File: config.mk
export PLATFORM = sky130hd
export DESIGN_NAME = icb_arbt
export DESIGN_NICKNAME = d
export VERILOG_FILES = /design/src/rtl/icb_arbt_pkg.sv /design/src/rtl/sirv_gnrl_fifo.sv /design/src/rtl/icb_arbt.sv
export SDC_FILE = /design/constraint.sdc
export NUM_CORES = 1
export LEC_CHECK = 0
export ABC_CLOCK_PERIOD_IN_PS = 5100
export CAP_MARGIN = 30
export CORE_MARGIN = 4
export CORE_UTILIZATION = 35
export CTS_BUF_LIST = sky130_fd_sc_hd__clkbuf_2
export CTS_CLUSTER_SIZE = 30
export DETAILED_ROUTE_END_ITERATION = 7
export GPL_ROUTABILITY_DRIVEN = 0
export PLACE_DENSITY = 0.95
export SLEW_MARGIN = 5
export SYNTH_ARGS = -nofsm -noshare
export SYNTH_HDL_FRONTEND = slang
export SYNTH_SLANG_ARGS = --single-unit
File: constraint.sdc
create_clock -name clk -period 5.1 [get_ports clk]
set_input_delay 0.765 -clock clk [delete_from_list [all_inputs] [get_ports clk]]
set_output_delay 0.765 -clock clk [all_outputs]
set_load 0.05 [all_outputs]
File: src/rtl/icb_arbt_pkg.sv
// Shared ICB bus widths and arbiter helpers for the N-to-1 ICB arbiter.
package icb_arbt_pkg;

    // ICB address and data widths, common to the split and arbiter paths.
    localparam int ICB_AW = 16;
    localparam int ICB_DW = 8;

    // Arbitration policy selected by the ARBT_SCHEME parameter.
    typedef enum int unsigned {
        ARB_FIXED = 0,  // lowest valid index wins
        ARB_RR    = 1   // first valid index at or after the round-robin pointer
    } arbt_scheme_e;

    // Index width that stays at least one bit wide, so a depth or port count of 1
    // still yields a legal vector.
    function automatic int clog2_min1(input int n);
        return (n > 1) ? $clog2(n) : 1;
    endfunction

endpackage

File: src/rtl/sirv_gnrl_fifo.sv
// Response-ID FIFO: holds the one-hot grant of each accepted command until
// its response has been returned.
module sirv_gnrl_fifo
    import icb_arbt_pkg::*;
#(
    parameter int DP = 2,
    parameter int DW = 4
) (
    input  logic                     clk,
    input  logic                     rst_n,
    input  logic                     push_i,
    input  logic                     pop_i,
    input  logic [DW-1:0]            wdata_i,
    output logic [DW-1:0]            rdata_o,
    output logic [$clog2(DP+1)-1:0]  count_o,
    output logic                     empty_o,
    output logic                     full_o
);

    localparam int AW = clog2_min1(DP);
    localparam int CW = $clog2(DP + 1);
    localparam logic [AW-1:0] LAST_PTR = AW'(DP - 1);
    localparam logic [CW-1:0] FULL_CNT = CW'(DP);

    logic [DW-1:0] mem_q [DP];
    logic [AW-1:0] wr_ptr_q, wr_ptr_d;
    logic [AW-1:0] rd_ptr_q, rd_ptr_d;
    logic [CW-1:0] cnt_q, cnt_d;
    logic          do_push;
    logic          do_pop;

    assign empty_o = (cnt_q == '0);
    assign full_o  = (cnt_q == FULL_CNT);

    // A pop frees a slot in the same cycle, so a full FIFO may still take a push.
    assign do_pop  = pop_i & ~empty_o;
    assign do_push = push_i & (~full_o | do_pop);

    assign wr_ptr_d = do_push ? ((wr_ptr_q == LAST_PTR) ? '0 : wr_ptr_q + AW'(1)) : wr_ptr_q;
    assign rd_ptr_d = do_pop  ? ((rd_ptr_q == LAST_PTR) ? '0 : rd_ptr_q + AW'(1)) : rd_ptr_q;

    always_comb begin
        // NOTE: every variable written in always_comb gets a default first, so no path leaves it unassigned and a latch is never inferred.
        cnt_d = cnt_q;
        case ({do_push, do_pop})
            2'b10:   cnt_d = cnt_q + CW'(1);
            2'b01:   cnt_d = cnt_q - CW'(1);
            default: cnt_d = cnt_q;
        endcase
    end

    // Pointer and occupancy registers.
    always_ff @(posedge clk or negedge rst_n) begin
        // NOTE: sequential state uses non-blocking assignments so every register samples pre-edge values regardless of statement order.
        if (!rst_n) begin
            wr_ptr_q <= '0;
            rd_ptr_q <= '0;
            cnt_q    <= '0;
        end else begin
            wr_ptr_q <= wr_ptr_d;
            rd_ptr_q <= rd_ptr_d;
            cnt_q    <= cnt_d;
        end
    end

    // Storage write; entries are only read while the count marks them live.
    always_ff @(posedge clk) begin
        // NOTE: the storage array has no reset; stale contents are never observed because the consumer masks the head with empty.
        if (do_push) begin
            mem_q[wr_ptr_q] <= wdata_i;
        end
    end

    assign rdata_o = mem_q[rd_ptr_q];
    assign count_o = cnt_q;

endmodule

File: src/rtl/icb_arbt.sv
// N-to-1 ICB arbiter: merges ARBT_NUM initiator ports onto one target port,
// records each grant in a response-ID FIFO and routes responses back in order.
module icb_arbt
    import icb_arbt_pkg::*;
#(
    parameter int ARBT_NUM    = 4,
    parameter int FIFO_DP     = 2,
    parameter int ARBT_SCHEME = 1
) (
    input  logic                        clk,
    input  logic                        rst_n,

    input  logic [ARBT_NUM-1:0]         i_bus_icb_cmd_valid,
    output logic [ARBT_NUM-1:0]         i_bus_icb_cmd_ready,
    input  logic [ARBT_NUM-1:0]         i_bus_icb_cmd_read,
    input  logic [ARBT_NUM*ICB_AW-1:0]  i_bus_icb_cmd_addr,
    input  logic [ARBT_NUM*ICB_DW-1:0]  i_bus_icb_cmd_wdata,
    output logic [ARBT_NUM-1:0]         i_bus_icb_rsp_valid,
    input  logic [ARBT_NUM-1:0]         i_bus_icb_rsp_ready,
    output logic [ARBT_NUM-1:0]         i_bus_icb_rsp_err,
    output logic [ARBT_NUM*ICB_DW-1:0]  i_bus_icb_rsp_rdata,

    output logic                        o_icb_cmd_valid,
    input  logic                        o_icb_cmd_ready,
    output logic                        o_icb_cmd_read,
    output logic [ICB_AW-1:0]           o_icb_cmd_addr,
    output logic [ICB_DW-1:0]           o_icb_cmd_wdata,
    input  logic                        o_icb_rsp_valid,
    output logic                        o_icb_rsp_ready,
    input  logic                        o_icb_rsp_err,
    input  logic [ICB_DW-1:0]           o_icb_rsp_rdata
);

    localparam int PW = clog2_min1(ARBT_NUM);
    localparam int CW = $clog2(FIFO_DP + 1);
    localparam logic [PW:0]   NUM_W    = (PW + 1)'(ARBT_NUM);
    localparam logic [PW-1:0] LAST_IDX = PW'(ARBT_NUM - 1);
    localparam logic [CW-1:0] DP_CNT   = CW'(FIFO_DP);

    logic [PW-1:0]       rr_ptr_q, rr_ptr_d;
    logic                lock_q, lock_d;
    logic [ARBT_NUM-1:0] lock_grant_q, lock_grant_d;

    logic [ARBT_NUM-1:0] arb_grant;
    logic [ARBT_NUM-1:0] grant;
    logic [PW-1:0]       grant_idx;
    logic [PW:0]         pos;
    logic                found;

    logic [ARBT_NUM-1:0] head;
    logic [ARBT_NUM-1:0] fifo_rdata;
    logic [CW-1:0]       fifo_cnt;
    logic                fifo_empty;
    logic                fifo_full;
    logic                fifo_wr_ok;
    logic                cmd_hsk;
    logic                rsp_hsk;

    // Fresh arbitration: fixed priority from index 0, or round-robin from rr_ptr with wrap.
    always_comb begin
        arb_grant = '0;
        found     = 1'b0;
        pos       = '0;
        for (int i = 0; i < ARBT_NUM; i++) begin
            if (ARBT_SCHEME == int'(ARB_RR)) begin
                pos = {1'b0, rr_ptr_q} + (PW + 1)'(i);
                if (pos >= NUM_W) begin
                    pos = pos - NUM_W;
                end
            end else begin
                pos = (PW + 1)'(i);
            end
            if (!found && i_bus_icb_cmd_valid[pos[PW-1:0]]) begin
                arb_grant[pos[PW-1:0]] = 1'b1;
                found                  = 1'b1;
            end
        end
    end

    // A stalled command keeps its grant so a later, higher-priority request cannot preempt it.
    assign grant = lock_q ? lock_grant_q : arb_grant;

    // Merge the granted port's command fields and encode the grant as an index.
    always_comb begin
        o_icb_cmd_read  = 1'b0;
        o_icb_cmd_addr  = '0;
        o_icb_cmd_wdata = '0;
        grant_idx       = '0;
        for (int k = 0; k < ARBT_NUM; k++) begin
            o_icb_cmd_read  = o_icb_cmd_read | (grant[k] & i_bus_icb_cmd_read[k]);
            o_icb_cmd_addr  = o_icb_cmd_addr  | ({ICB_AW{grant[k]}} & i_bus_icb_cmd_addr[k*ICB_AW +: ICB_AW]);
            o_icb_cmd_wdata = o_icb_cmd_wdata | ({ICB_DW{grant[k]}} & i_bus_icb_cmd_wdata[k*ICB_DW +: ICB_DW]);
            grant_idx       = grant_idx | (grant[k] ? PW'(k) : '0);
        end
    end

    // Response side: head of the ID FIFO picks the single port that sees this response.
    assign head                = fifo_empty ? '0 : fifo_rdata;
    assign i_bus_icb_rsp_valid = head & {ARBT_NUM{o_icb_rsp_valid}};
    assign i_bus_icb_rsp_err   = {ARBT_NUM{o_icb_rsp_err}};
    assign i_bus_icb_rsp_rdata = {ARBT_NUM{o_icb_rsp_rdata}};
    assign o_icb_rsp_ready     = ~fifo_empty & (|(head & i_bus_icb_rsp_ready));
    assign rsp_hsk             = o_icb_rsp_valid & o_icb_rsp_ready;

    // Command side: a new command needs a free ID slot, or one being freed this cycle.
    assign fifo_wr_ok          = ~fifo_full | rsp_hsk;
    assign o_icb_cmd_valid     = (|(grant & i_bus_icb_cmd_valid)) & fifo_wr_ok;
    assign i_bus_icb_cmd_ready = grant & {ARBT_NUM{o_icb_cmd_ready & fifo_wr_ok}};
    assign cmd_hsk             = o_icb_cmd_valid & o_icb_cmd_ready;

    // Next round-robin pointer and lock state.
    always_comb begin
        rr_ptr_d = rr_ptr_q;
        if (cmd_hsk) begin
            rr_ptr_d = (grant_idx == LAST_IDX) ? '0 : grant_idx + PW'(1);
        end
        lock_d       = o_icb_cmd_valid & ~o_icb_cmd_ready;
        lock_grant_d = lock_d ? grant : '0;
    end

    // Round-robin pointer and grant lock registers.
    always_ff @(posedge clk or negedge rst_n) begin
        if (!rst_n) begin
            rr_ptr_q     <= '0;
            lock_q       <= 1'b0;
            lock_grant_q <= '0;
        end else begin
            rr_ptr_q     <= rr_ptr_d;
            lock_q       <= lock_d;
            lock_grant_q <= lock_grant_d;
        end
    end

    sirv_gnrl_fifo #(
        .DP (FIFO_DP),
        .DW (ARBT_NUM)
    ) u_rsp_id_fifo (
        .clk     (clk),
        .rst_n   (rst_n),
        .push_i  (cmd_hsk),
        .pop_i   (rsp_hsk),
        .wdata_i (grant),
        .rdata_o (fifo_rdata),
        .count_o (fifo_cnt),
        .empty_o (fifo_empty),
        .full_o  (fifo_full)
    );

    // Occupancy never exceeds the depth and the full flag agrees with the count.
    assert property (@(posedge clk) disable iff (!rst_n)
        (fifo_cnt <= DP_CNT) && (fifo_full == (fifo_cnt == DP_CNT)));

endmodule

==> impl_results.md <==
- Crit-path max cell delay: 0.75 ns
- Status: complete, no violations
- Max-Cap Viols: 0
- Area growth syn-to-layout: 73.2%
- Root Driver: clkbuf_2
- Worst Tran Pin Value: 0.585 ns
- Worst Hold Class: reg2reg
- Worst-path maximum fanout: 29
- Final WS setup: 0.482 ns
- Avg Cell Area, Syn: 8.57 um2
- Ranking of synthesized cells by area: a22oi_1 (19%), dfrtp_1 (13%), buf_4 (13%)
- Worst-Skew Late Latency: 0.31 ns
- Buf/Inv on CP: 3
- Final period utilization: 0.906
- CP Depth: 10
- H-tree level count: 1
- RSZ-0062 raised after global routing: false
- Worst-path cell chain: inv_1, ha_1, mux4_2, nor2b_1, a221oi_1, a32oi_2, buf_4, a22oi_1, nand2_1, buf_12
- Critical Path Slowest Stage Cell: dfrtp_1
- Core Area: 0.00589 mm2
- Highest Clock Rate: 0.217 GHz
- Footprint of the multi-input gates: 0.00120 mm2
- Via count: 2269
- Vias in the first global route: 2341
- # hold bufs at CTS: 0
- Post-synth EDFFs: 8
- Chip height: 85.8 um
- Terminus of the critical flop-to-flop path: u_rsp_id_fifo.count_o[1]
- Synth top area share: 0.188
- Clock Sinks: 19
- Yosys warnings: 0
- Number of port buffers: 146
- DR WL/cell: 17.0 um
- Die X: 85.8 um
- Most frequent cells in the layout: clkdlybuf4s50_1 (116), a22oi_1 (53), nand2_1 (32)
- First drt pass iteration count: 5
- Wire length of the first global-routing pass: 11.1 mm
- Layout Skew: 0.00917 ns
- Relative max-transition margin: 0.610
- Worst setup path startpoint: rr_ptr_q[0]
- Share of layout cells above drive strength 1: 0.156
- Critical Path Sink: o_icb_cmd_wdata[3]
- Final Hold Fails: 0
- Worst Path Required: 4.34 ns
- IO Count: 192
- Clock buffer depth: 2
- Post-synthesis sequential area ratio: 0.244
- CTS tree: done
- Post-synthesis register bit count: 19
- TritonCTS Buffers: 3
- RR Startpoint: rr_ptr_q[0]
- Max-slew violation count: 0
- DRC violations left: 0
- Drt total wl: 7.19 mm
- Most used DFF post-synth: dfrtp_1
- Cells after Synth: 247
- Critical Path Source Type: flip-flop
- Setup Buffers After CTS: 0
- Post-Syn Area: 0.00212 mm2
- Resized Gates After CTS: 0
- N_diodes: 0
- Tot GR Track Use: 0.185
- Worst-path clk slew: 0.17 ns
- Delay-heaviest family, CP: compound AO/OA/AOI/OAI gates
- FP Rows: 28
- Register area: 515 um2
- DR vias/cell: 5.38
- Setup Viol. Count Final: 0
- Most common cell after layout, fill and taps aside: clkdlybuf4s50_1
- R2r setup slk: 1.06 ns
- R2r worst-path depth: 11
- Die area: 0.00735 mm2
- Hold wc startpoint: u_rsp_id_fifo.wr_ptr_q
- DRT antenna net count: 0
- GRT overflow: 0
- Setup WS pre-CTS: 0.627 ns
- Hpwl dp: 5.87 mm
- Setup_tns: 0 ns
- Period minus WS final: 4.62 ns
- CP arrival: 3.85 ns
- Crit. End Element: output pin
- Worst setup path class: reg2out
- Leading area contributor after synthesis: a22oi_1
- Share of synthesized registers carrying an async set or reset: 0.579
- First DRT Iteration DRCs: 151
- Synth Net Count: 374
- Initial antenna violation count: 0
- Post-synth cell types: 46
- Largest net degree at the start of global routing: 31
- Nets: 475
- Initial core utilization: 0.359
- Fillcell total: 482
==> synth_stat cells, types with 2 or more instances <==
cell type / n
a22oi_1: 53
buf_4: 36
nand2_1: 32
inv_1: 14
nor2_1: 13
buf_2: 12
dfrtp_1: 11
edfxtp_1: 8
ha_1: 6
nor2b_1: 5
clkbuf_1: 4
mux2_2: 4
a221oi_1: 3
xnor2_1: 3
xor2_1: 3
a31oi_1: 2
a32oi_1: 2
mux4_2: 2
nand3b_1: 2
nor3_1: 2
o21ai_0: 2
o21ai_1: 2
or4b_1: 2
or4bb_1: 2
==> registers in the layout, indices dropped and copies added (netlist names) <==
name,flops
lock_grant_q,4
lock_q,1
rr_ptr_q,2
u_rsp_id_fifo.count_o,2
u_rsp_id_fifo.mem_q,8
u_rsp_id_fifo.rd_ptr_q,1
u_rsp_id_fifo.wr_ptr_q,1
==> layer usage <==
| metal | wire [um] | part of all wire | track usage | vias up |
|---|---|---|---|---|
| li1 | - | - | - | 1075 |
| met1 | 2510 | 0.35 | 0.200 | 1059 |
| met2 | 3960 | 0.55 | 0.346 | 117 |
| met3 | 502 | 0.070 | 0.0355 | 18 |
| met4 | 218 | 0.030 | 0.0791 | 0 |
| met5 | 0 | 0 | 0 | - |
==> worst min-delay path by stage <==
stage / end / slack, ns / cells past startpoint
6_report: u_rsp_id_fifo.wr_ptr_q / 0.51 / 1
5_1_grt: u_rsp_id_fifo.count_o[1] / 0.57 / 1
4_1_cts: u_rsp_id_fifo.wr_ptr_q / 0.51 / 1
3_5_place_dp: u_rsp_id_fifo.wr_ptr_q / 0.49 / 1
3_3_place_gp: u_rsp_id_fifo.wr_ptr_q / 0.49 / 1
2_1_floorplan: lock_grant_q[0] / 0.47 / 0
==> logic make-up (layout without fill, tap and decap cells) <==
| family | after synthesis | count (layout) | synth area share |
|---|---|---|---|
| compound gates | 76 | 76 | 0.296 |
| xor+xnor | 6 | 6 | 0.0248 |
| fa+ha+maj | 6 | 6 | 0.0355 |
| buf+inv | 68 | 168 | 0.195 |
| flops | 19 | 19 | 0.244 |
| mux | 8 | 8 | 0.0544 |
| simple gates | 64 | 64 | 0.151 |
==> per-stage QoR <==
step	hold WS, ns	utilization	cells	area (um2)
3_3_place_gp	0.486	0.619	418	3640
5_1_grt	0.566	0.622	422	3660
4_1_cts	0.515	0.622	422	3660
2_1_floorplan	0.467	-	247	2120
3_5_place_dp	0.491	0.619	418	3640
6_report	0.512	0.622	422	3660
==> layout make-up <==
type / instances / share of cell area
clock buffers: 3 / 0.00410
clock inverters: 1 / 0.00137
inverters: 14 / 0.0143
multi-input cells: 160 / 0.328
flip-flops and latches: 19 / 0.141
well taps: 75 / 0.0256
repair buffers: 150 / 0.486
Power is not shown: default switching activity piles up to over one toggle a cycle in this logic, so the estimate is an artifact.
